## config.mk

```make
export PLATFORM = sky130hd
export DESIGN_NAME = glitch_filter
export DESIGN_NICKNAME = d
export VERILOG_FILES = /design/src/rtl/glitch_filter.sv
export SDC_FILE = /design/constraint.sdc
export NUM_CORES = 1
export LEC_CHECK = 0
export ABC_AREA = 1
export CORE_AREA = 2 2 39 41
export DETAILED_ROUTE_END_ITERATION = 10
export DIE_AREA = 0 0 41 43
export HOLD_SLACK_MARGIN = 0.12
export SLEW_MARGIN = 30
export SYNTH_ARGS = -nofsm -noshare
export SYNTH_HDL_FRONTEND = slang
export SYNTH_SLANG_ARGS = --single-unit
```

## constraint.sdc

```tcl
create_clock -name clk -period 1.07 [get_ports clk]
set_input_delay 0.2675 -clock clk [delete_from_list [all_inputs] [get_ports clk]]
set_output_delay 0.2675 -clock clk [all_outputs]
set_load 0.03 [all_outputs]
```

## src/rtl/glitch_filter.sv

```systemverilog
// Glitch filter: two-flop synchroniser followed by a level-acceptance FSM that
// only passes a new level after FILTER_LEN consecutive samples. Optional glitch counter: GLITCH_FILTER_GCOUNT_EN.
module glitch_filter #(
  parameter int   FILTER_LEN  = 4,
  parameter int   GCNT_WIDTH  = 8,
  parameter logic RESET_LEVEL = 1'b0
) (
  input  logic                  clk,
  input  logic                  reset,
  input  logic                  din,
  output logic                  dout,
  output logic                  rise_tick,
  output logic                  fall_tick,
  output logic                  glitch_tick
`ifdef GLITCH_FILTER_GCOUNT_EN
  ,
  input  logic                  gcnt_clr,
  output logic [GCNT_WIDTH-1:0] glitch_count
`endif
);

  localparam int CW = $clog2(FILTER_LEN) + 1;
  localparam logic [CW-1:0] CNT_LAST = CW'(FILTER_LEN - 1);

  typedef enum logic [1:0] {
    ST_LOW    = 2'd0,
    PEND_HIGH = 2'd1,
    ST_HIGH   = 2'd2,
    PEND_LOW  = 2'd3
  } state_t;

  state_t        state_q;
  logic [CW-1:0] cnt_q;
  logic          s1_q;
  logic          s2_q;
  logic          dout_q;
  logic          rise_q;
  logic          fall_q;
  logic          glitch_q;

  // Two-flop synchroniser for the possibly asynchronous input.
  always_ff @(posedge clk) begin
    if (reset) begin
      s1_q <= RESET_LEVEL;
      s2_q <= RESET_LEVEL;
    end else begin
      s1_q <= din;
      s2_q <= s1_q;
    end
  end

  // Level-acceptance FSM; ticks default low so each pulse lasts one cycle.
  always_ff @(posedge clk) begin
    if (reset) begin
      state_q  <= RESET_LEVEL ? ST_HIGH : ST_LOW;
      cnt_q    <= '0;
      dout_q   <= RESET_LEVEL;
      rise_q   <= 1'b0;
      fall_q   <= 1'b0;
      glitch_q <= 1'b0;
    end else begin
      rise_q   <= 1'b0;
      fall_q   <= 1'b0;
      glitch_q <= 1'b0;
      case (state_q)
        ST_LOW: begin
          if (s2_q) begin
            state_q <= PEND_HIGH;
            cnt_q   <= CW'(1);
          end else begin
            state_q <= ST_LOW;
          end
        end
        PEND_HIGH: begin
          if (!s2_q) begin
            state_q  <= ST_LOW;
            cnt_q    <= '0;
            glitch_q <= 1'b1;
          end else if (cnt_q == CNT_LAST) begin
            state_q <= ST_HIGH;
            cnt_q   <= '0;
            dout_q  <= 1'b1;
            rise_q  <= 1'b1;
          end else begin
            cnt_q <= cnt_q + CW'(1);
          end
        end
        ST_HIGH: begin
          if (!s2_q) begin
            state_q <= PEND_LOW;
            cnt_q   <= CW'(1);
          end else begin
            state_q <= ST_HIGH;
          end
        end
        PEND_LOW: begin
          if (s2_q) begin
            state_q  <= ST_HIGH;
            cnt_q    <= '0;
            glitch_q <= 1'b1;
          end else if (cnt_q == CNT_LAST) begin
            state_q <= ST_LOW;
            cnt_q   <= '0;
            dout_q  <= 1'b0;
            fall_q  <= 1'b1;
          end else begin
            cnt_q <= cnt_q + CW'(1);
          end
        end
        default: begin
          state_q <= RESET_LEVEL ? ST_HIGH : ST_LOW;
          cnt_q   <= '0;
        end
      endcase
    end
  end

`ifdef GLITCH_FILTER_GCOUNT_EN
  logic                  glitch_event_s;
  logic [GCNT_WIDTH-1:0] gcnt_q;

  // Same condition that raises glitch_tick, so the count moves with the tick.
  assign glitch_event_s = ((state_q == PEND_HIGH) && !s2_q) ||
                          ((state_q == PEND_LOW)  &&  s2_q);

  // Saturating rejected-pulse counter; clear has priority over increment.
  always_ff @(posedge clk) begin
    if (reset || gcnt_clr) begin
      gcnt_q <= '0;
    end else if (glitch_event_s && (gcnt_q != {GCNT_WIDTH{1'b1}})) begin
      gcnt_q <= gcnt_q + GCNT_WIDTH'(1);
    end else begin
      gcnt_q <= gcnt_q;
    end
  end

  assign glitch_count = gcnt_q;
`endif

  assign dout        = dout_q;
  assign rise_tick   = rise_q;
  assign fall_tick   = fall_q;
  assign glitch_tick = glitch_q;

endmodule

```

==> qor.csv, run 1 <==
metric,value,unit
status,completed,
max_stage_delay,0.33,ns
cts_max_path_buffers,2,
ys.flop_type,dfxtp_1,
yosysTopAreaCell,dfxtp_1,
grt_max_degree,7,
drc_errors,0,
ant_nets,0,
core_area,1380,sq um
finalPower,0.767,mW
place_area,539,sq um
cts_root_buf,clkbuf_4,
vdd_drop_max,0.000583,V
vias_per_cell,4.57,
clock_sinks,11,
power.switching,0.183,mW
vias,411,
final.setup.worst_slack,0.0445,ns
pwr-share-seq,0.556,
ys_types,13,
synth-seq-cells,11,
num_antenna_cells,0,
gp_congestion,0.781,
path_buf_inv,1,
holdBufCountCts,0,
synth_area_per_cell,7.45,sq um
grt_pass1_wl,1.40,mm
yosys-top-cells-count,"12 x nand2_1, 11 x dfxtp_1, 11 x nor2_1, 8 x inv_1, 7 x nand3_1",
slew_violations,0,
synth_nets,66,
die_w,41,microns
arrival,0.76,ns
dpl.hpwl,607,microns
final_area,589,sq um
synth_area_leaders,"dfxtp_1 48%, nand2_1 9.8%, nor2_1 8.9%",
netlist_area,462,sq um
p_leak,0.278,nW
fin_tns_setup,0,ns
rsz0062_at_grt,true,
slowest_stage,dfxtp_1,
p_clk_frac,0.384,
fmax,975,MHz
grtUsageTotal,0.126,
path_cells,buf_4,
io_buffers,6,
yosys_warnings,0,
hold_violations,0,
reg2regPathDepth,6,
wl_per_cell,9.69,microns
synth_cells,62,
power_density,1300,nW/um^2
pre_cts_ws,-0.176,ns
drt_iter0_markers,4,
endpoint_kind,output port,
cts_tree,yes,
hold_end,s2_q,
synth_seq_area_share,0.477,
std_cell_rows,14,
critPathTopFamily,flip-flops,
instances_no_fill,90,
hp-start,s1_q,
finalCriticalPeriod,1.03,ns
hold_class,reg -> reg,
dp_cells,85,
start_util,0.334,
htree_levels,1,
critical_path_required,0.80,ns
clk_pin_slew,0.07,ns
final_layout_size_suffix_gt1_frac,0.297,
r2r_start,cnt_q[1],
dr.pass1.iters,4,
gr-total-overflow,0,
wirelength,872,microns
setup_viol_count_final,0,
yosysTopAreaCellShare,0.477,
crit_type,reg -> out,
grt_pass1_vias,365,
antenna_found_initial,0,
finClkSkew,0.00454,ns
fin_nets,79,
syn_to_final_growth,27.6,%
ff2ff_setup_slack,0.05,ns
die_h,43,microns
period_share,0.958,
regToRegEndpoint,dout,
numCtsBuffers,3,
synth_edf_count,0,
worstPathMaxFanout,2,
p_comb_frac,0.060,
whs_path_depth,2,
startpoint,dout,
drv_cap,0,
yosysMostFrequentCell,nand2_1,
internal_power,0.584,mW
critPathLaunchType,flip-flop,
die-area,1760,sq um
tightest_slew,0.269,ns
clock_latency,0.28,ns
fillCellCount,135,
slew_headroom,0.820,
p_sw_frac,0.239,
synth_async_sr_flop_share,0,
ios,7,
[metal layers]
metal	vias up	global-route usage	wire, microns
met2	10	0.172	395
met4	0	0.120	38
met5	-	0	0
met1	180	0.140	401
li1	216	-	-
met3	5	0.0471	37
[worst max path at each step]
stage / to / cells past startpoint
finish: dout / 1
detailed placement: flip-flop / 4
global route: cnt_q[1] / 5
global placement: dout / 4
CTS: dout / 6
floorplan: dout / 6
[worst reg2reg max path, delay by kind of cell (launching register included)]
kind	cells	cell delay [ns]
flip-flops	1	0.35
adder cells (fa/ha/maj)	1	0.23
buffers and inverters	1	0.09
AND/OR/NAND/NOR	4	0.24
[stage by stage]
step	hold slack, ns	utilization
finish	0.407	0.426
global route	0.429	0.426
CTS	0.409	0.409
detailed placement	0.399	0.390
global placement	0.390	0.390
floorplan	0.337	-
[layout make-up]
type                       instances  area, sq um  share of cell area
sequential                        11          221               0.376
timing repair buffer               8         65.1               0.110
tap                               16         20.0              0.0340
clock buffer                       4         26.3              0.0446
multi-input combinational         40          213               0.361
inverter                          11         43.8              0.0743
[cell families (layout without fill, tap and decap cells)]
family	after synthesis	in the layout	synth area share
and+or+nand+nor	37	37	0.382
DFF	11	11	0.477
buffers and inverters	11	23	0.0921
AOI/OAI and AO/OA	2	2	0.0217
adders and majority gates	1	1	0.0271
[sequential cells by signal, summed over array words and instances, names as in the netlist, named ones only]
name and cells:
state_q 1, dout 1, rise_tick 1, glitch_tick 1
fall_tick 1, s1_q 1, s2_q 1, cnt_q 3
[layout by cell type (no fill, tap or decap)]
cell type and n:
inv_2 2, nand2_2 3, a21oi_2 1, clkdlybuf4s50_1 2, inv_4 1, dfxtp_2 1, clkbuf_1 1, nand3_2 1
buf_4 6, inv_1 8, ha_2 1, nand3_1 7, nor2_1 11, a21oi_1 1, nor2_2 1, dfxtp_1 10
nand2_1 12, clkbuf_4 3, nand3_4 1, nor3_2 1
[power groups by stage]
stage                     sequential, mW  combinational [mW]  clock [mW]
after global placement             0.435              0.0442           0
after floorplan                    0.435              0.0251           0
after global routing               0.427              0.0531       0.323
after CTS                          0.426              0.0448       0.305
final                              0.427              0.0457       0.295
after detailed placement           0.435              0.0445           0
[repair_timing]
item                                    4_1_cts  5_1_grt
gates resized for setup                       0        5
endpoints found under the setup margin        0        1
setup buffers                                 0        1
No activity file was read; power rests on OpenSTA's default activity.
==> inputs of run 2 (changes only) <==
--- a/config.mk
+++ b/config.mk
@@ -6,9 +6,9 @@
 export NUM_CORES = 1
 export LEC_CHECK = 0
 export ABC_AREA = 1
-export CORE_AREA = 2 2 39 41
+export CORE_UTILIZATION = 31
+export CTS_CLUSTER_DIAMETER = 30
 export DETAILED_ROUTE_END_ITERATION = 10
-export DIE_AREA = 0 0 41 43
 export HOLD_SLACK_MARGIN = 0.12
 export SLEW_MARGIN = 30
 export SYNTH_ARGS = -nofsm -noshare
==> run 2 against run 1 <==
Clock skew is 0.0033 ns higher. Register-to-register slack better by 0.04 ns. Global-route usage is 0.11 points higher. Power is 0.11% higher. Critical endpoint unchanged.
==> qor.csv, run 2 (same netlist as run 1, synthesis figures left out) <==
metric,value,unit,change
status,completed,,
drc_errors,0,,unchanged
die_h,40.6,microns,-5.6%
power_density,1290,nW/um^2,-0.73%
grtUsageTotal,0.127,,+0.00114
pre_cts_ws,-0.141,ns,+0.0351 ns
max_stage_delay,0.33,ns,about the same
final_util,0.440,,+0.0144
grt_pass1_wl,1.24,mm,-12%
ant_nets,0,,unchanged
dr.pass1.iters,3,,-1
vias,394,,-4.1%
drt_iter0_markers,3,,-1
crit_type,reg -> out,,
slew_violations,0,,unchanged
antenna_found_initial,0,,unchanged
wl_per_cell,8.78,microns,-9.4%
grt_use_met3,0.0500,,+0.00288
worstPathMaxFanout,2,,unchanged
tightest_slew,0.267,ns,-0.00242 ns
final_cell_mix,"12 x nand2_1, 11 x nor2_1, 10 x dfxtp_1",,
finalCriticalPeriod,1.03,ns,+0.00155 ns
std_cell_rows,13,,-1
busiest_layer,met2,,
period_share,0.960,,+0.00145
start_util,0.342,,+0.00835
num_antenna_cells,0,,unchanged
slew_headroom,0.822,,+0.00162
fillCellCount,130,,-3.7%
ios,7,,unchanged
syn_to_final_growth,28.7,%,
dpl.hpwl,571,microns,-6.0%
htree_levels,1,,unchanged
hold_violations,0,,unchanged
place_area,546,sq um,+1.2%
cts_max_path_buffers,2,,unchanged
final_layout_size_suffix_gt1_frac,0.284,,-0.0135
io_buffers,6,,unchanged
finClkSkew,0.00786,ns,+0.00332 ns
critical_path_required,0.80,ns,about the same
path_cells,buf_4,,
numCtsBuffers,3,,unchanged
fmax,974,MHz,-0.15%
layout.cells.most_common,nand2_1,,
regMostFlops,cnt_q,,
die_w,40.6,microns,-1.0%
final_area,594,sq um,+0.85%
vias_per_cell,4.43,,-3.1%
grt_pass1_vias,335,,-8.2%
holdBufCountCts,0,,unchanged
grt_util_met1,0.135,,-0.00539
rsz0062_at_grt,false,,
clock_latency,0.28,ns,about the same
die-area,1650,sq um,-6.5%
slowest_stage,dfxtp_1,,
hold_class,reg -> reg,,
wirelength,781,microns,-10%
grtUsageMet2,0.187,,+0.0146
cts_root_buf,clkbuf_4,,
vdd_drop_max,0.000558,V,-4.3%
gp_congestion,0.833,,+6.6%
ff2ff_setup_slack,0.09,ns,+0.04 ns
largest_reg_flops,3,,unchanged
core_area,1350,sq um,-2.4%
critPathLaunchType,flip-flop,,
cts_tree,yes,,
path_buf_inv,1,,unchanged
endpoint_kind,output port,,
setup_viol_count_final,0,,unchanged
p_leak,0.278,nW,+0.13%
clock_sinks,11,,unchanged
fin_nets,79,,unchanged
finalPower,0.768,mW,+0.11%
final.setup.worst_slack,0.0430,ns,-0.00155 ns
grt_max_degree,7,,unchanged
critPathTopFamily,flip-flops,,
clk_pin_slew,0.07,ns,about the same
gr-total-overflow,0,,unchanged
arrival,0.76,ns,about the same
drv_cap,0,,unchanged
run 2: cell counts in the layout (fill, tap and decap cells not counted):
Identical to the previous run, type by type.
run 2: path summary, 6_finish.rpt:
kind,startpoint,endpoint,cells past startpoint
worst min-delay path,s1_q,s2_q,2
worst max register to register,cnt_q[1],dout,6
worst max-delay path,dout,dout,1
worst min register to register,s1_q,s2_q,2
run 2: per-stage QoR:
stage               hold slack [ns]  TNS, ns  cells
global placement              0.392   -0.788     85
detailed placement            0.396   -0.806     85
finish                        0.406        0     89
floorplan                     0.337        0     62
CTS                           0.406        0     89
global route                  0.424        0     89
run 2: cell type report:
| type | instances | area (sq um) | share of cell area |
|---|---|---|---|
| tap | 15 | 18.8 | 0.0316 |
| inverter | 11 | 43.8 | 0.0737 |
| clock buffer | 4 | 26.3 | 0.0442 |
| sequential | 11 | 221 | 0.373 |
| timing repair buffer | 8 | 65.1 | 0.109 |
| multi-input combinational | 40 | 219 | 0.368 |
run 2: per-layer routing:
metal,wire length [microns],up-vias
li1,-,214
met1,368,167
met2,335,8
met3,37,5
met4,40,0
met5,0,-
run 2: power by group:
part	switching [mW]	internal (mW)	total [mW]
clock	0.147	0.145	0.292
sequential	0.00961	0.419	0.428
combinational	0.0244	0.0238	0.0482
total	0.181	0.587	0.768
run 2: timing repair:
item,CTS,global route
buffers inserted,0,0
endpoints found under the setup margin,0,4
endpoints found under the hold margin,0,0
gates resized for setup,0,5
==> inputs of run 3 (changes only) <==
--- a/config.mk
+++ b/config.mk
@@ -6,6 +6,7 @@
 export NUM_CORES = 1
 export LEC_CHECK = 0
 export ABC_AREA = 1
+export CAP_MARGIN = 20
 export CORE_UTILIZATION = 31
 export CTS_CLUSTER_DIAMETER = 30
 export DETAILED_ROUTE_END_ITERATION = 10
==> results of run 3 <==
Same layout as run 2: the final DEF is identical, and so are final timing and power.
